File: config.mk
export PLATFORM = sky130hd
export DESIGN_NAME = edge_digit_counter
export DESIGN_NICKNAME = d
export VERILOG_FILES = /design/src/rtl/edge_digit_counter.sv
export SDC_FILE = /design/constraint.sdc
export NUM_CORES = 1
export LEC_CHECK = 0
export BUFFER_PORTS_ARGS = -buffer_cell sky130_fd_sc_hd__buf_2
export CAP_MARGIN = 5
export CORE_UTILIZATION = 52
export DETAILED_ROUTE_END_ITERATION = 7
export GPL_TIMING_DRIVEN = 0
export PLACE_DENSITY = 0.77
export SLEW_MARGIN = 10
export SYNTH_ARGS = -nofsm -noshare
export SYNTH_HDL_FRONTEND = slang
export SYNTH_SLANG_ARGS = --single-unit
File: constraint.sdc
create_clock -name clk -period 2.2 [get_ports clk]
set_input_delay 0.22 -clock clk [delete_from_list [all_inputs] [get_ports clk]]
set_output_delay 0.22 -clock clk [all_outputs]
set_load 0.01 [all_outputs]
File: src/rtl/edge_digit_counter.sv
// Run/pause/clear event counter with a synchronised count input and per-digit readout for a scanned display.
// Define EDGE_DIGIT_COUNTER_BOTH_EDGE_EN to count both edges of signal instead of rising edges only.
module edge_digit_counter #(
   parameter  int NDIG      = 2,
   parameter  int RADIX     = 10,
   parameter  int MAX_COUNT = 20,
   localparam int CNT_W     = $clog2(MAX_COUNT + 1)
) (
   input  logic             clk,
   input  logic             rst_n,
   input  logic             start,
   input  logic             stop,
   input  logic             clr,
   input  logic             up_dn,
   input  logic             signal,
   input  logic [NDIG-1:0]  dig_sel_n,
   output logic [3:0]       num,
   output logic [CNT_W-1:0] cnt,
   output logic             wrap,
   output logic             running
);

   typedef enum logic [1:0] {IDLE, RUN, PAUSE} state_t;

   localparam logic [CNT_W-1:0] MAX_C   = CNT_W'(MAX_COUNT);
   localparam int unsigned      RADIX_U = RADIX;

   state_t           state, state_nxt;
   logic             s0, s1, s2;
   logic             evt;
   logic [CNT_W-1:0] cnt_nxt;
   logic             wrap_nxt;
   logic [3:0]       digit [NDIG];

   // s0/s1 resynchronise the asynchronous input; s2 holds the previous synchronised level.
   always_ff @(posedge clk or negedge rst_n) begin
      if (!rst_n) begin
         s0 <= 1'b0;
         s1 <= 1'b0;
         s2 <= 1'b0;
      end else begin
         s0 <= signal;
         s1 <= s0;
         s2 <= s1;
      end
   end

`ifdef EDGE_DIGIT_COUNTER_BOTH_EDGE_EN
   assign evt = s1 ^ s2;
`else
   assign evt = s1 & ~s2;
`endif

   always_comb begin
      state_nxt = state;
      if (clr) begin
         state_nxt = IDLE;
      end else if (stop) begin
         if (state == RUN) state_nxt = PAUSE;
      end else if (start) begin
         if (state != RUN) state_nxt = RUN;
      end
   end

   // Events outside RUN are dropped; clr overrides any concurrent event.
   always_comb begin
      cnt_nxt  = cnt;
      wrap_nxt = 1'b0;
      if (clr) begin
         cnt_nxt = '0;
      end else if (evt && state == RUN) begin
         if (up_dn) begin
            if (cnt == MAX_C) begin
               cnt_nxt  = '0;
               wrap_nxt = 1'b1;
            end else begin
               cnt_nxt = cnt + 1'b1;
            end
         end else begin
            if (cnt == '0) begin
               cnt_nxt  = MAX_C;
               wrap_nxt = 1'b1;
            end else begin
               cnt_nxt = cnt - 1'b1;
            end
         end
      end
   end

   always_ff @(posedge clk or negedge rst_n) begin
      if (!rst_n) begin
         state <= IDLE;
         cnt   <= '0;
         wrap  <= 1'b0;
      end else begin
         state <= state_nxt;
         cnt   <= cnt_nxt;
         wrap  <= wrap_nxt;
      end
   end

   for (genvar i = 0; i < NDIG; i++) begin : g_digit
      localparam int unsigned DIV = RADIX_U ** i;
      assign digit[i] = 4'((32'(cnt) / DIV) % RADIX_U);
   end

   // Walking from the top index down lets the lowest selected digit win.
   always_comb begin
      num = 4'd0;
      for (int i = NDIG - 1; i >= 0; i--) begin
         if (!dig_sel_n[i]) num = digit[i];
      end
   end

   assign running = (state == RUN);

endmodule

==> flow_results.org, run 1 <==
** Synthesis
- Sequential cells were found to cover 31.2% of the synthesized design area.
- In this run the cell area of the synthesized design comes to about 880 um2.
- Warning count from the yosys run :: 0
- The synthesized design contains 11 register bits.
- The average instance in the mapped netlist occupies roughly 8.2 um2.
- Synthesized instance count :: 108
- Synthesis instantiated 36 different standard cells from the library.
- Counting every net in the synthesized netlist gives 122.

** Worst setup path
- STA classifies the critical path startpoint as a flip-flop.
- The worst register-to-register path begins at cnt[1].
- The most critical setup path has its startpoint at cnt[2].
- STA puts the critical path data arrival time at 1.94 ns.
- STA puts the critical path data required time at 1.98 ns.
- Critical Path Sink Type :: output port
- The worst register-to-register path has a depth of 7.
- Critical Path Fanout Max :: 3
- CP Class :: flip-flop to output port

** Place
- Placement-stage cell area :: approximately 990 um2
- During placement, the flow inserted port buffers numbering 18.
- HPWL after DPL :: 1600 um
- At the end of routability-driven placement, the weighted congestion stood at 0.799.
- Pre-CTS setup slack :: -0.0906 ns

** Drt
- Post-detailed-route via-to-cell ratio :: 5.97
- Remaining antenna violation count after routing :: 0
- Total met2 wirelength after detailed routing :: 1130 um
- Met3 routed WL :: 117 um
- For this run, design rule violations remaining after detail routing come to 0.
- The detailed router put a total of 1020 um of wire on met1.
- Initial DRC Count :: 21
- Summing over every cut layer, the via total after detailed routing is between 900 and 1000.
- For this block, the routed nets add up to ~2300 um of wire.
- Number of search-and-repair iterations in the first detailed-routing pass :: 4
- Max Used Layer :: met4
- WL/cell :: 15.0 um

** STA
- For the pin with the worst max-slew slack, the measured transition is 0.381 ns.
- In this run the tightest slew margin relative to its limit is about three quarters.
- The number of hold-slack violations in the final timing report came to 0.
- Setup repair after global routing missed its margin :: yes
- Fin crit share :: between 90 and 100%
- Worst Hold Margin :: approximately 0.057 ns
- Setup tns final :: 0 ns
- Final critical path time including I/O delays and setup :: around 2.2 ns
- Final setup violation count :: 0
- Across all setup checks in the final design, the least slack found is 0.0376 ns.
- Max-slew violations :: 0
- For the final database, setup skew stands at 0.00398 ns.
- Static timing analysis puts the maximum clock frequency at 0.462 GHz.

** Clock network
- Buffers inserted during clock tree synthesis total 3.
- CTS placed an instance of sky130_fd_sc_hd__clkbuf_4 at the clock tree root.
- TritonCTS built the clock tree.
- Clock tree synthesis found a total of 11 sinks.
- Number of H-tree levels :: 1
- Clock latency on the worst-skew pair, taken at its later pin, is around 0.28 ns.
- Clock-pin slew was measured on the worst setup and hold paths at 0.08 ns.
- Number of buffers between clock root and the deepest sink :: 2

** Global route
- Global routing finished with a remaining overflow of 0.
- Number of global-route vias before repair :: 820
- For this run, the total global-route usage over all layers was measured as 25.4%.
- The first global-routing pass estimated 3540 um of wire.
- Pin count of the biggest net entering global routing :: 12
- Number of antenna violations at the first check in global routing :: 0

** Power and ir drop
- In this run the power density over the cells is 368 nW/um2.
- Worst IR drop on VDD :: 477 uV
- Static leakage power :: 0.508 nW

** Cells and area
- Fill cells :: 128
- Total inserted antenna cells :: 0
- Relative to the synthesized area, the layout overhead comes to 26.2%.
- Layout Nets :: approximately 150
- Fraction of final layout cells with drive strength greater than 1 :: 34.6%
- Core Util, Final :: between 70% and 80%
- Final Cell Area :: 1110 um2

** Floorplan
- The core region is around 1500 um2.
- Die W :: ~43 um
- Vertical die dimension :: 43.2 um
- Die Area :: 1870 um2
- Initial standard-cell utilization of the core :: between 50% and 60%
- The initialized floorplan defines 14 standard-cell rows.
- Io pins :: 20

** Min path
- Worst hold path stage count :: 1
- In this run the most critical hold path is launched from signal.
- Hold crit path type :: input port to flip-flop

** Flow run
- Across the run, the number of max-cap violations was 0.

** Status
- Result of the run :: completed
==> layout make-up <==
type / instances / area, um2 / share of cell area, %
Multi-Input combinational cell: 83 / 589 / 52.9
Inverter: 8 / 30.0 / 2.69
Buffer: 6 / 32.5 / 2.92
Sequential cell: 11 / 278 / 24.9
Clock inverter: 1 / 5.00 / 0.449
Clock buffer: 3 / 22.5 / 2.02
Timing Repair Buffer: 24 / 138 / 12.3
Tap cell: 16 / 20.0 / 1.80
==> Yosys cell counts (all sizes together) <==
| master | count | area (um2) |
|---|---|---|
| mux2 | 1 | 11.3 |
| a32o | 1 | 10.0 |
| o221a | 1 | 11.3 |
| o311ai | 1 | 16.3 |
| and3b | 1 | 8.76 |
| nor2 | 6 | 22.5 |
| nor4 | 1 | 6.26 |
| and4bb | 1 | 12.5 |
| nor4b | 1 | 8.76 |
| o211ai | 3 | 22.5 |
| inv | 8 | 30.0 |
| o31a | 1 | 8.76 |
| and3 | 2 | 12.5 |
| o21a | 1 | 7.51 |
| nand3b | 1 | 7.51 |
| nor3b | 1 | 7.51 |
| o21ai | 9 | 45.0 |
| o22ai | 2 | 12.5 |
| o21bai | 2 | 15.0 |
| nor3 | 3 | 15.0 |
| a221oi | 1 | 8.76 |
| nor2b | 6 | 37.5 |
| o32ai | 1 | 8.76 |
| dfrtp | 11 | 275 |
| nand4 | 1 | 6.26 |
| a31oi | 2 | 12.5 |
| nand2 | 10 | 37.5 |
| ha | 5 | 62.6 |
| a22o | 1 | 8.76 |
| a21oi | 5 | 25.0 |
| nand2b | 6 | 37.5 |
| a211oi | 3 | 22.5 |
| nand3 | 2 | 10.0 |
| or2 | 1 | 6.26 |
| buf | 6 | 32.5 |
==> per-stage QoR <==
stage                     power (mW)  std cells
after floorplan                0.243        108
after global placement         0.263        142
after detailed placement       0.266        142
after CTS                      0.409        150
after global routing           0.433        152
final                          0.410        152
==> power breakdown <==
| part | leakage (nW) | internal (mW) | switching [mW] | total [mW] |
|---|---|---|---|---|
| Clock | 0.0177 | 0.0675 | 0.0753 | 0.143 |
| Sequential | 0.142 | 0.208 | 0.00462 | 0.212 |
| Combinational | 0.348 | 0.0236 | 0.0318 | 0.0555 |
==> worst max-delay path, stage by stage, from the launching register on <==
cell and delay [ns]:
sky130_fd_sc_hd__dfrtp_2 0.43, sky130_fd_sc_hd__nor2_4 0.13, sky130_fd_sc_hd__inv_2 0.05, sky130_fd_sc_hd__ha_4 0.21, sky130_fd_sc_hd__o31a_1 0.32, sky130_fd_sc_hd__o21a_1 0.19
sky130_fd_sc_hd__o32ai_2 0.18, sky130_fd_sc_hd__buf_2 0.16
==> routing by layer <==
layer | vias up | global-route usage [%]
met2 | 28 | 41.5
met5 | - | 0
met3 | 2 | 5.11
met4 | 0 | 3.64
li1 | 446 | -
met1 | 432 | 35.4
==> kinds of logic after synthesis <==
family,Yosys count,share of synthesized area (%)
buffers and inverters,14,7.08
muxes,1,1.27
DFF,11,31.2
and+or+nand+nor,43,26.8
adders and majority gates,5,7.08
AOI/OAI and AO/OA,34,26.6
==> placed cells by master, fill, tap and decap left out, types with 2 or more instances in the layout <==
| cell type | count |
|---|---|
| sky130_fd_sc_hd__nor3_1 | 3 |
| sky130_fd_sc_hd__clkbuf_4 | 3 |
| sky130_fd_sc_hd__inv_1 | 7 |
| sky130_fd_sc_hd__ha_1 | 4 |
| sky130_fd_sc_hd__nor2b_1 | 4 |
| sky130_fd_sc_hd__o21bai_1 | 2 |
| sky130_fd_sc_hd__buf_2 | 23 |
| sky130_fd_sc_hd__o21ai_0 | 8 |
| sky130_fd_sc_hd__a211oi_1 | 3 |
| sky130_fd_sc_hd__o211ai_1 | 3 |
| sky130_fd_sc_hd__nand2_1 | 10 |
| sky130_fd_sc_hd__nor2_1 | 5 |
| sky130_fd_sc_hd__a31oi_1 | 2 |
| sky130_fd_sc_hd__buf_4 | 6 |
| sky130_fd_sc_hd__nor2b_2 | 2 |
| sky130_fd_sc_hd__a21oi_1 | 5 |
| sky130_fd_sc_hd__and3_1 | 2 |
| sky130_fd_sc_hd__nand3_1 | 2 |
| sky130_fd_sc_hd__dfrtp_2 | 2 |
| sky130_fd_sc_hd__dfrtp_1 | 9 |
| sky130_fd_sc_hd__nand2b_1 | 6 |
==> what timing repair did <==
item | CTS | global route
hold buffers | 1 | 0
endpoints found under the setup margin | 4 | 4
hold endpoints to repair | 11 | 0
pin swaps | 2 | 4
buffers inserted | 3 | 2
gates resized for setup | 4 | 8
==> worst paths after layout <==
path	to	slack (ns)
setup / recovery	num[1]	0.04
hold / removal	s0	0.06
setup reg to reg	cnt[4]	0.23
hold reg to reg	s1	0.38
max in group asynchronous	cnt[2]	1.63
min in group asynchronous	s1	0.35
==> flip-flops by register name, indices dropped and copies added (netlist names) <==
name / count
s2: 1
s0: 1
wrap: 1
s1: 1
cnt: 5
state: 2
(Power assumes the default switching activity.)
==> inputs of run 2 (changes only) <==
--- a/config.mk
+++ b/config.mk
@@ -7,10 +7,10 @@
 export LEC_CHECK = 0
 export BUFFER_PORTS_ARGS = -buffer_cell sky130_fd_sc_hd__buf_2
 export CAP_MARGIN = 5
-export CORE_UTILIZATION = 52
+export CORE_UTILIZATION = 47
 export DETAILED_ROUTE_END_ITERATION = 7
 export GPL_TIMING_DRIVEN = 0
-export PLACE_DENSITY = 0.77
+export PLACE_DENSITY = 0.74
 export SLEW_MARGIN = 10
 export SYNTH_ARGS = -nofsm -noshare
 export SYNTH_HDL_FRONTEND = slang
==> constraint.sdc (replaced) <==
create_clock -name clk -period 1.85 [get_ports clk]
set_input_delay 0.185 -clock clk [delete_from_list [all_inputs] [get_ports clk]]
set_output_delay 0.185 -clock clk [all_outputs]
set_load 0.01 [all_outputs]
==> run 2 against run 1 <==
Against the previous run: the run now ends with setup timing left; total power rose by 16%; final cell count rose by 6.6%; sequential share of layout area fell by 0.99 points; final area rose by 4.6%; critical path type unchanged; largest power group unchanged; highest routed layer unchanged.
==> flow_results.org, run 2 (synthesized netlist as in run 1, its figures left out) <==
** Worst setup path
- The worst setup path is launched from a flip-flop.
- The worst setup path is of the flip-flop to output port kind.
- Number of buffer and inverter stages on the critical path :: 2
- Among cell families on the critical path, the largest total delay comes from compound AO/OA/AOI/OAI gates.
- Critical Path Fanout Max :: 3
- Cells along the critical path :: nor2_4 -> inv_2 -> ha_4 -> o31a_1 -> o21a_1 -> o32ai_2 -> buf_2
- Cell type of the slowest stage on the worst timing path :: sky130_fd_sc_hd__dfrtp_1
- The worst register-to-register path has a depth of 7.
- Stages on the worst setup path :: 7
- The largest single stage delay on the critical path is 0.40 ns.
- Data on the critical path arrives at its endpoint at about 1.9 ns.
- The worst setup path is captured at an output port.
- For the worst setup path, the data required time is about 1.7 ns.

** Global route
- Pin count of the biggest net entering global routing :: 12
- First-pass GRT wire length :: 3500 um
- Met3 Usage GRT :: 6.00%
- Global routing used between 20% and 30% of the available tracks across all layers.
- The global routing stage identified its most utilized layer as met2.
- Met2 layer usage reported by global route :: approximately 41%
- Met1 Resource Use GR :: 29.1%
- The via count of the first global-routing pass came to ~800.
- Remaining global-route overflow :: 0
- Number of antenna violations at the first check in global routing :: 0

** Clock network
- The root buffer cell chosen for the clock tree is sky130_fd_sc_hd__clkbuf_4.
- CTS tree :: built
- Clock-pin slew was measured on the worst setup and hold paths at 0.06 ns.
- Number of CTS-inserted buffers :: 3
- The clock passes through at most 2 buffers.
- Clock latency on the worst-skew pair :: 0.27 ns
- Count of clock tree sinks :: 11
- Number of H-tree levels :: 1

** STA
- Clock skew :: 0.00558 ns
- Fin crit share :: 111%
- Static timing analysis puts the maximum clock frequency at 0.487 GHz.
- Max-slew violations :: 0
- Headroom to the max-slew limit came out at 76.9%.
- Setup violations remaining at the end of the flow were counted as 3.
- Final critical path time including I/O delays and setup :: around 2 ns
- Setup slack on the critical path of the routed design comes to -0.201 ns.
- At the pin with the least slew margin, the transition time is approximately 0.35 ns.
- Setup repair after global routing could not meet its margin everywhere.
- Setup tns final :: -0.413 ns
- Number of hold-slack violations in the final timing report :: 0

** Floorplan
- Floorplan Core Area :: 1750 um2
- Number of standard-cell rows in the floorplan :: 15
- During I/O placement, the number of pins put on the boundary was 20.
- Initial standard-cell utilization of the core :: 50.6%
- Vertical die dimension :: 45.4 um
- In this run the horizontal extent of the chip is approximately 45 um.
- Die Area :: roughly 2000 um2

** Drt
- Total detailed-routing wirelength :: 2250 um
- Number of search-and-repair iterations in the first detailed-routing pass :: 4
- Using the TritonRoute via totals, the vias-per-cell ratio works out to 5.62.
- After the first detailed-routing iteration, the DRC count stood at 28.
- In this run the remaining antenna-violating nets after routing total 0.
- Residual DRC :: 0
- Vias :: 910
- Dividing the detail-routed wire length by the instance count gives 13.9 um.

** Status
- Result of the run :: finished, violations left
- Violations in the final reports :: setup timing

** Min path
- Along the worst hold path, the cell count comes to 1.
- The path class of the tightest hold or removal check is input port to flip-flop.

** Cells and area
- The register with the most flip-flops in the layout has 5 of them.
- The largest registers in the layout are cnt: 5 flops, state: 2 flops.
- Leaving out fill and tap cells, the most frequent cell in the layout is sky130_fd_sc_hd__buf_2.
- Of the cells placed in the final design, the portion with a size suffix greater than 1 is 36.5%.
- For this run, the post-layout net count is 152.
- More flip-flops sit in one register than any other, and that register is cnt.
- From synthesis to final layout, the design area changed by 32.0%.
- Core Util, Final :: 66.8%
- Leading cell types in the layout, fill and taps excluded :: sky130_fd_sc_hd__buf_2 (20), sky130_fd_sc_hd__nand2_1 (10), sky130_fd_sc_hd__buf_4 (9)
- Total inserted antenna cells :: 0

** Power and ir drop
- Sum of internal, switching and leakage power :: 0.475 mW
- Static leakage power :: 0.514 nW
- Power spread over the standard cell area amounts to 407 nW/um2.
- Worst IR drop on VDD :: 485 uV

** Place
- Before CTS, the worst setup slack after placement is -0.218 ns.
- Input and output buffers added on the ports amount to 18.
- Routability-driven placement finished with a final weighted congestion of between 0.8 and 0.9.
- Detailed placement finished with a half-perimeter wire length of 1620 um.

** Flow run
- Across the run, the number of max-cap violations was 0.
[run 2: cell types whose count changed in the layout (fill, tap and decap cells not counted), sizes merged]
| cell | previous run | this run |
|---|---|---|
| buf | 29 | 30 |
| clkbuf | 3 | 4 |
| clkinv | 1 | 0 |
[run 2: area by class of cell]
type                    instances  area (um2)
clock buffers                   4        26.3
fillers                       161         579
multi-input cells              83         611
plain buffers                   5        36.3
repair buffers                 26         153
inverters                       8        30.0
well taps                      25        31.3
flip-flops and latches         11         279
[run 2: metal layers]
metal	vias to the layer above	share of wire, %
met4	0	1.2
li1	449	-
met1	423	44
met3	4	6.1
met2	34	48
met5	-	0
[run 2: final timing paths]
kind / start / endpoint / slack (ns)
max: cnt[3] / num[1] / -0.20
min: signal / s0 / 0.03
max reg2reg: cnt[1] / cnt[4] / 0.08
min reg2reg: s1 / s2 / 0.36
max in group asynchronous: rst_n / cnt[1] / 1.32
min in group asynchronous: rst_n / s2 / 0.31
[run 2: report_power, final]
group	leakage (nW)	switching, mW	internal (mW)
logic	0.358	0.0384	0.0299
clock network	0.0150	0.0715	0.0833
registers	0.141	0.00445	0.247
[run 2: stage by stage]
step                cell area (um2)  instances  hold WS (ns)
detailed placement             1020        151        0.0596
finish                         1170        162        0.0325
CTS                            1120        159        0.0274
floorplan                       900        108        -0.111
global route                   1170        162        0.0135
global placement               1020        151        0.0548
[run 2: repair_timing]
item,4_1_cts,5_1_grt
pin swaps,5,3
gates resized for setup,11,7
setup endpoints to repair,5,7
setup buffers,4,3
endpoints found under the hold margin,11,0
hold buffers,1,0
